===== src/rtl/cruise_speed_ctrl_pkg.sv =====
// -----------------------------------------------------------------------------
// cruise_speed_ctrl_pkg
// Shared definitions for the cruise speed controller: state codes (also used by
// the display/decoder stage), default pulse dividers and a helper that selects
// the divider for the current state.
// Optional feature macro used by the controller: CRUISE_RESUME_EN.
// -----------------------------------------------------------------------------
package cruise_speed_ctrl_pkg;

    localparam int SPEED_W_DEF    = 7;
    localparam int MAX_SPEED_DEF  = 100;
    localparam int MIN_CRUISE_DEF = 40;
    localparam int ACCEL_DIV_DEF  = 4;
    localparam int BRAKE_DIV_DEF  = 2;
    localparam int COAST_DIV_DEF  = 16;

    // Wide enough for any divider up to 31.
    localparam int TICK_W = 5;

    typedef enum logic [2:0] {
        CS_IDLE   = 3'd0,
        CS_ACCEL  = 3'd1,
        CS_DECEL  = 3'd2,
        CS_CRUISE = 3'd3,
        CS_BRAKE  = 3'd4
    } cs_state_e;

    // Pulse spacing for a given state; ACCEL, DECEL and CRUISE share one rate.
    function automatic logic [TICK_W-1:0] div_for_state(
        input cs_state_e st,
        input int        accel_div,
        input int        brake_div,
        input int        coast_div
    );
        logic [TICK_W-1:0] d;
        case (st)
            CS_ACCEL, CS_DECEL, CS_CRUISE: d = TICK_W'(accel_div);
            CS_BRAKE:                      d = TICK_W'(brake_div);
            CS_IDLE:                       d = TICK_W'(coast_div);
            default:                       d = TICK_W'(coast_div);
        endcase
        return d;
    endfunction

endpackage


===== src/rtl/cruise_speed_ctrl_rate_ticker.sv =====
// -----------------------------------------------------------------------------
// rate_ticker
// Loadable modulo counter. Counts 0..div_i-1 and flags the cycle in which it
// wraps; restart_i forces the count back to 0 and suppresses the flag.
// Ports:
//   clk        clock, rising edge
//   rst_n      asynchronous active-low reset
//   div_i      modulus (must be >= 2)
//   restart_i  synchronous restart (state change in the controller)
//   tick_o     high while the count is at div_i-1 and no restart is requested
// -----------------------------------------------------------------------------
module rate_ticker
    import cruise_speed_ctrl_pkg::*;
(
    input  logic              clk,
    input  logic              rst_n,
    input  logic [TICK_W-1:0] div_i,
    input  logic              restart_i,
    output logic              tick_o
);

    logic [TICK_W-1:0] count_q;
    logic [TICK_W-1:0] count_d;
    logic              wrap_s;

    assign wrap_s = (count_q == (div_i - TICK_W'(1)));
    assign tick_o = wrap_s & ~restart_i;

    // Next count: restart or wrap return to zero, otherwise advance.
    always_comb begin
        count_d = count_q;
        if (restart_i) begin
            count_d = {TICK_W{1'b0}};
        end else if (wrap_s) begin
            count_d = {TICK_W{1'b0}};
        end else begin
            count_d = count_q + TICK_W'(1);
        end
    end

    // Count register.
    always_ff @(posedge clk or negedge rst_n) begin
        if (!rst_n) begin
            count_q <= {TICK_W{1'b0}};
        end else begin
            count_q <= count_d;
        end
    end

endmodule


===== src/rtl/cruise_speed_ctrl.sv =====
// -----------------------------------------------------------------------------
// cruise_speed_ctrl
// Control FSM in front of the speed counter. Converts driver commands into
// one-cycle enable pulses with a direction (mode) for the counter, and holds a
// cruise target that the speed is steered towards while cruising.
// Optional feature macro: CRUISE_RESUME_EN (adds 'resume', keeps the target
// across brake/cancel so cruise can be re-engaged from IDLE).
// Ports:
//   clk, clear                  clock / asynchronous active-low reset
//   speed                       current speed from the counter
//   brake, cancel, accelerate,
//   decelerate, set_cruise      driver command levels (brake highest priority)
//   resume                      only with CRUISE_RESUME_EN
//   cnt_enable, cnt_mode        counter pulse and direction (1 = up)
//   cruise_on                   high while in CRUISE
//   target_speed                latched cruise target
//   state                       current state code
// -----------------------------------------------------------------------------
module cruise_speed_ctrl
    import cruise_speed_ctrl_pkg::*;
#(
    parameter int SPEED_W    = SPEED_W_DEF,
    parameter int MAX_SPEED  = MAX_SPEED_DEF,
    parameter int MIN_CRUISE = MIN_CRUISE_DEF,
    parameter int ACCEL_DIV  = ACCEL_DIV_DEF,
    parameter int BRAKE_DIV  = BRAKE_DIV_DEF,
    parameter int COAST_DIV  = COAST_DIV_DEF
)(
    input  logic               clk,
    input  logic               clear,
    input  logic [SPEED_W-1:0] speed,
    input  logic               brake,
    input  logic               cancel,
    input  logic               accelerate,
    input  logic               decelerate,
    input  logic               set_cruise,
`ifdef CRUISE_RESUME_EN
    input  logic               resume,
`endif
    output logic               cnt_enable,
    output logic               cnt_mode,
    output logic               cruise_on,
    output logic [SPEED_W-1:0] target_speed,
    output logic [2:0]         state
);

    localparam logic [SPEED_W-1:0] MAX_S = SPEED_W'(MAX_SPEED);
    localparam logic [SPEED_W-1:0] MIN_S = SPEED_W'(MIN_CRUISE);

    cs_state_e          state_q;
    cs_state_e          state_d;
    logic               set_take_s;
    logic               tick_s;
    logic               pulse_ok_s;
    logic               pulse_up_s;
    logic               enable_q;
    logic               mode_q;
    logic               cruise_q;
    logic [SPEED_W-1:0] target_q;

    assign cnt_enable   = enable_q;
    assign cnt_mode     = mode_q;
    assign cruise_on    = cruise_q;
    assign target_speed = target_q;
    assign state        = state_q;

    // Any state change restarts the pulse spacing from zero.
    rate_ticker u_ticker (
        .clk       (clk),
        .rst_n     (clear),
        .div_i     (div_for_state(state_q, ACCEL_DIV, BRAKE_DIV, COAST_DIV)),
        .restart_i (state_d != state_q),
        .tick_o    (tick_s)
    );

    // Command priority decode; set_take_s marks an accepted set_cruise.
    always_comb begin
        state_d    = state_q;
        set_take_s = 1'b0;
        if (brake) begin
            state_d = CS_BRAKE;
        end else if (cancel) begin
            state_d = CS_IDLE;
        end else if (accelerate && !decelerate) begin
            state_d = CS_ACCEL;
        end else if (decelerate && !accelerate) begin
            state_d = CS_DECEL;
        end else if (set_cruise && (speed >= MIN_S)) begin
            state_d    = CS_CRUISE;
            set_take_s = 1'b1;
`ifdef CRUISE_RESUME_EN
        end else if (resume && (state_q == CS_IDLE) && (target_q >= MIN_S)) begin
            state_d = CS_CRUISE;
`endif
        end else begin
            case (state_q)
                CS_CRUISE: state_d = CS_CRUISE;
                CS_ACCEL,
                CS_DECEL,
                CS_BRAKE,
                CS_IDLE:   state_d = CS_IDLE;
                default:   state_d = CS_IDLE;
            endcase
        end
    end

    // Whether a pulse may be issued now, and in which direction.
    always_comb begin
        pulse_ok_s = 1'b0;
        pulse_up_s = 1'b0;
        case (state_q)
            CS_ACCEL: begin
                pulse_ok_s = (speed < MAX_S);
                pulse_up_s = 1'b1;
            end
            CS_DECEL, CS_BRAKE, CS_IDLE: begin
                pulse_ok_s = (speed != {SPEED_W{1'b0}});
                pulse_up_s = 1'b0;
            end
            CS_CRUISE: begin
                if (speed < target_q) begin
                    pulse_ok_s = 1'b1;
                    pulse_up_s = 1'b1;
                end else if (speed > target_q) begin
                    pulse_ok_s = 1'b1;
                    pulse_up_s = 1'b0;
                end else begin
                    pulse_ok_s = 1'b0;
                    pulse_up_s = 1'b0;
                end
            end
            default: begin
                pulse_ok_s = 1'b0;
                pulse_up_s = 1'b0;
            end
        endcase
    end

    // FSM state, registered pulse outputs and cruise target.
    always_ff @(posedge clk or negedge clear) begin
        if (!clear) begin
            state_q  <= CS_IDLE;
            enable_q <= 1'b0;
            mode_q   <= 1'b0;
            cruise_q <= 1'b0;
            target_q <= {SPEED_W{1'b0}};
        end else begin
            state_q  <= state_d;
            cruise_q <= (state_d == CS_CRUISE);
            // Mode rests at 0 so the counter never sees a stale direction.
            if (tick_s && pulse_ok_s) begin
                enable_q <= 1'b1;
                mode_q   <= pulse_up_s;
            end else begin
                enable_q <= 1'b0;
                mode_q   <= 1'b0;
            end
            if (set_take_s) begin
                target_q <= speed;
`ifndef CRUISE_RESUME_EN
            end else if ((state_q == CS_CRUISE) && (state_d != CS_CRUISE)) begin
                target_q <= {SPEED_W{1'b0}};
`endif
            end else begin
                target_q <= target_q;
            end
        end
    end

endmodule


===== config.mk =====
export PLATFORM = sky130hd
export DESIGN_NAME = cruise_speed_ctrl
export DESIGN_NICKNAME = d
export VERILOG_FILES = /design/src/rtl/cruise_speed_ctrl_pkg.sv /design/src/rtl/cruise_speed_ctrl_rate_ticker.sv /design/src/rtl/cruise_speed_ctrl.sv
export SDC_FILE = /design/constraint.sdc
export NUM_CORES = 1
export LEC_CHECK = 0
export CAP_MARGIN = 20
export CORE_MARGIN = 1
export CORE_UTILIZATION = 44
export DETAILED_ROUTE_END_ITERATION = 10
export PLACE_DENSITY = 0.75
export SYNTH_ARGS = -nofsm -noshare
export SYNTH_HDL_FRONTEND = slang
export SYNTH_SLANG_ARGS = --single-unit

===== constraint.sdc =====
create_clock -name clk -period 2.2 [get_ports clk]
set_input_delay 0.22 -clock clk [delete_from_list [all_inputs] [get_ports clk]]
set_output_delay 0.22 -clock clk [all_outputs]
set_load 0.03 [all_outputs]

==> metrics <==
die area ~0.0028 mm^2; Clk network pwr share 20.9%; area of the multi-input gates 661 um^2; Yosys reg bits 18; pin count of the biggest net entering global routing 19; Syn Area/Cell 9.59 um^2; Cells after Synth 118; fillers approximately 220; n_diodes 0; post-layout util between 60% and 70%; Residual DRC 0; Synth top area share 39.8%; worst clock skew 0.00158 ns; postcts setup bufs 0; fin. max-slew vios 0; worst-margin pin slew about 0.57 ns; commonest non-fill, non-tap cells in the layout clkdlybuf4s50_1, dfrtp_1, buf_4; Hold Slack 0.241 ns; top cells by area, synth dfrtp_1, ha_1, a22o_1; most common cell after layout, fill and taps aside clkdlybuf4s50_1; Storage cell area approximately 450 um^2; gr ovfl total 0; asr flop ratio synth 100%; maximum fanout along the worst path 2; CTS tree built; main flop type after synthesis dfrtp_1; vias in the first global route approximately 990; Flop pwr share 40.0%; via count 1059; Inst Count DP 183; final-report hold violation count 0; hold_buf cts 0; WP data arrival between 2 and 3 ns; WL per Instance between 10 and 15 um; Root Buffer Master clkbuf_4; Power Internal 0.662 mW; Top Ports 27; crit path cell chain or3b_4 -> ha_4 -> xor2_1 -> nand4b_1 -> or4b_1 -> nor3_2 -> and4bb_1; sequential area share after synthesis 39.8%; crit path capture type flip-flop; initial antenna violation count 0; Logic pwr share 39.1%; Syn Std Cell Area 0.00113 mm^2; die height between 50 and 60 um; clock buffer count from CTS 3; core area 0.00245 mm^2; IO Port Bufs 26; fin nets 181; clk_lat worst skew 0.30 ns; post-route ant nets 0; Rows 18; Largest stage delay, worst path 0.49 ns; max-cap viol count 0; worst vdd ir about 0.65 mV; global router's overall resource usage between 20 and 25%; Initial Utilization 46.1%; Tcrit/Tclk final 104%; post-DP HPWL 2070 um; EDFF count, synth 0; leakage power 0.680 nW; first-pass GRT wire length 4530 um; total design power 1.02 mW; Synth warnings 0; PD cells 649 mW/mm^2; GPL Wtd Cong 0.778; layout cells sized above 1 14.6%; Mapped Nets 141; Die W 52.7 um; Slowest-stage cell, CP or4b_1; Slew HR 61.6%; Switching Share 35.0%; Fmax 439 MHz; CP required 2.44 ns; synth unique cells 39; Crit Path Class flip-flop to flip-flop; TritonCTS Sinks 18; total routed wirelength about 2700 um; CTS max path bufs 2; Worst Setup Start Kind flip-flop; failing checks negative setup slack; post-synth top area cell dfrtp_1; 1st-iter DRT viols 24; Psw 0.356 mW; clk slew on worst S/H paths 0.11 ns; status finished with violations; Finished Layout Cells 187; Area Growth Syn to Fin 38.7%; final worst slack -0.0778 ns; RSZ-0062 raised after global routing yes; Min-Delay Path Class input pin to asynchronous set/reset pin; router iterations before antenna repair 6; fin crit period roughly 2.3 ns; H-Tree Depth 1; # setup viols final 1; via/cell ratio 5.66
## area by class of cell
class | instances | share of cell area, %
clock buffers | 4 | 2.31
inverters | 7 | 1.67
multi-input cells | 90 | 42.1
flip-flops and latches | 18 | 28.9
well taps | 30 | 2.39
repair buffers | 38 | 22.6
## cells in the mapped netlist (2+ instances only)
master	instances
nor3_1	7
a21oi_1	9
clkbuf_1	3
nor4_1	2
o21ai_0	6
nand2_1	5
nor2_1	6
xnor2_1	2
inv_1	7
nand3_1	5
nor2b_1	3
nand2b_1	2
a22o_1	7
xor2_1	4
dfrtp_1	18
ha_1	9
## path summary, 6_finish.rpt
| check | startpoint | endpoint | slack [ns] | cells past startpoint |
|---|---|---|---|---|
| worst min-delay path | clear | cnt_mode$_DFF_PN0_ | 0.24 | 2 |
| worst max register to register | state[1]$_DFF_PN0_ | cnt_mode$_DFF_PN0_ | -0.08 | 7 |
| max in group asynchronous | clear | state[0]$_DFF_PN0_ | 1.75 | 2 |
| worst max-delay path | state[1]$_DFF_PN0_ | cnt_mode$_DFF_PN0_ | -0.08 | 7 |
| worst min register to register | u_ticker.count_q[0]$_DFF_PN0_ | u_ticker.count_q[0]$_DFF_PN0_ | 0.52 | 1 |
| min in group clk | u_ticker.count_q[0]$_DFF_PN0_ | u_ticker.count_q[0]$_DFF_PN0_ | 0.52 | 1 |
## flip-flops by register name (all words and copies together) (netlist names)
register	flops
u_ticker.count_q	5
cnt_mode	1
state	3
cnt_enable	1
target_speed	7
cruise_on	1
## cells by family after synthesis
kind of cell,synth area share [%]
AOI/OAI and AO/OA,18.4
xor gates and xnor gates,4.65
adders and majority gates,9.96
buffers and inverters,3.32
DFF,39.8
muxes,0.996
and+or+nand+nor,22.9
## what timing repair did
action,CTS,global route
cloned,0,0
resized for setup,2,1
endpoints found under the setup margin,1,1
pin swaps,1,0
## metrics by stage
step / setup TNS (ns) / worst slack [ns] / area, um^2
floorplan: -0.0828 / -0.0828 / 1150
finish: -0.0778 / -0.0778 / 1570
global route: -0.193 / -0.193 / 1570
global placement: 0 / 0.0346 / 1510
detailed placement: -0.0472 / -0.0472 / 1510
CTS: -0.0727 / -0.0727 / 1560
## per-layer routing
layer	vias to the layer above	track usage (%)	routed length [um]
met4	0	2.63	9
li1	520	-	-
met1	507	28.8	1240
met5	-	0	0
met2	30	39.2	1360
met3	2	5.22	124
## power groups by stage
stage | Clock (mW) | Combinational (mW) | Sequential [mW]
final | 0.213 | 0.398 | 0.407
after global routing | 0.227 | 0.436 | 0.413
after CTS | 0.215 | 0.397 | 0.408
after detailed placement | 0 | 0.390 | 0.413
after global placement | 0 | 0.382 | 0.411
after floorplan | 0 | 0.159 | 0.479
## critical path: cells and delay by family (launching register included)
kind | cells | cell delay, ns
adders and majority gates | 1 | 0.27
DFF | 1 | 0.43
and+or+nand+nor | 5 | 1.36
xor gates and xnor gates | 1 | 0.16
Note: power is estimated with default switching activity, not from simulation.
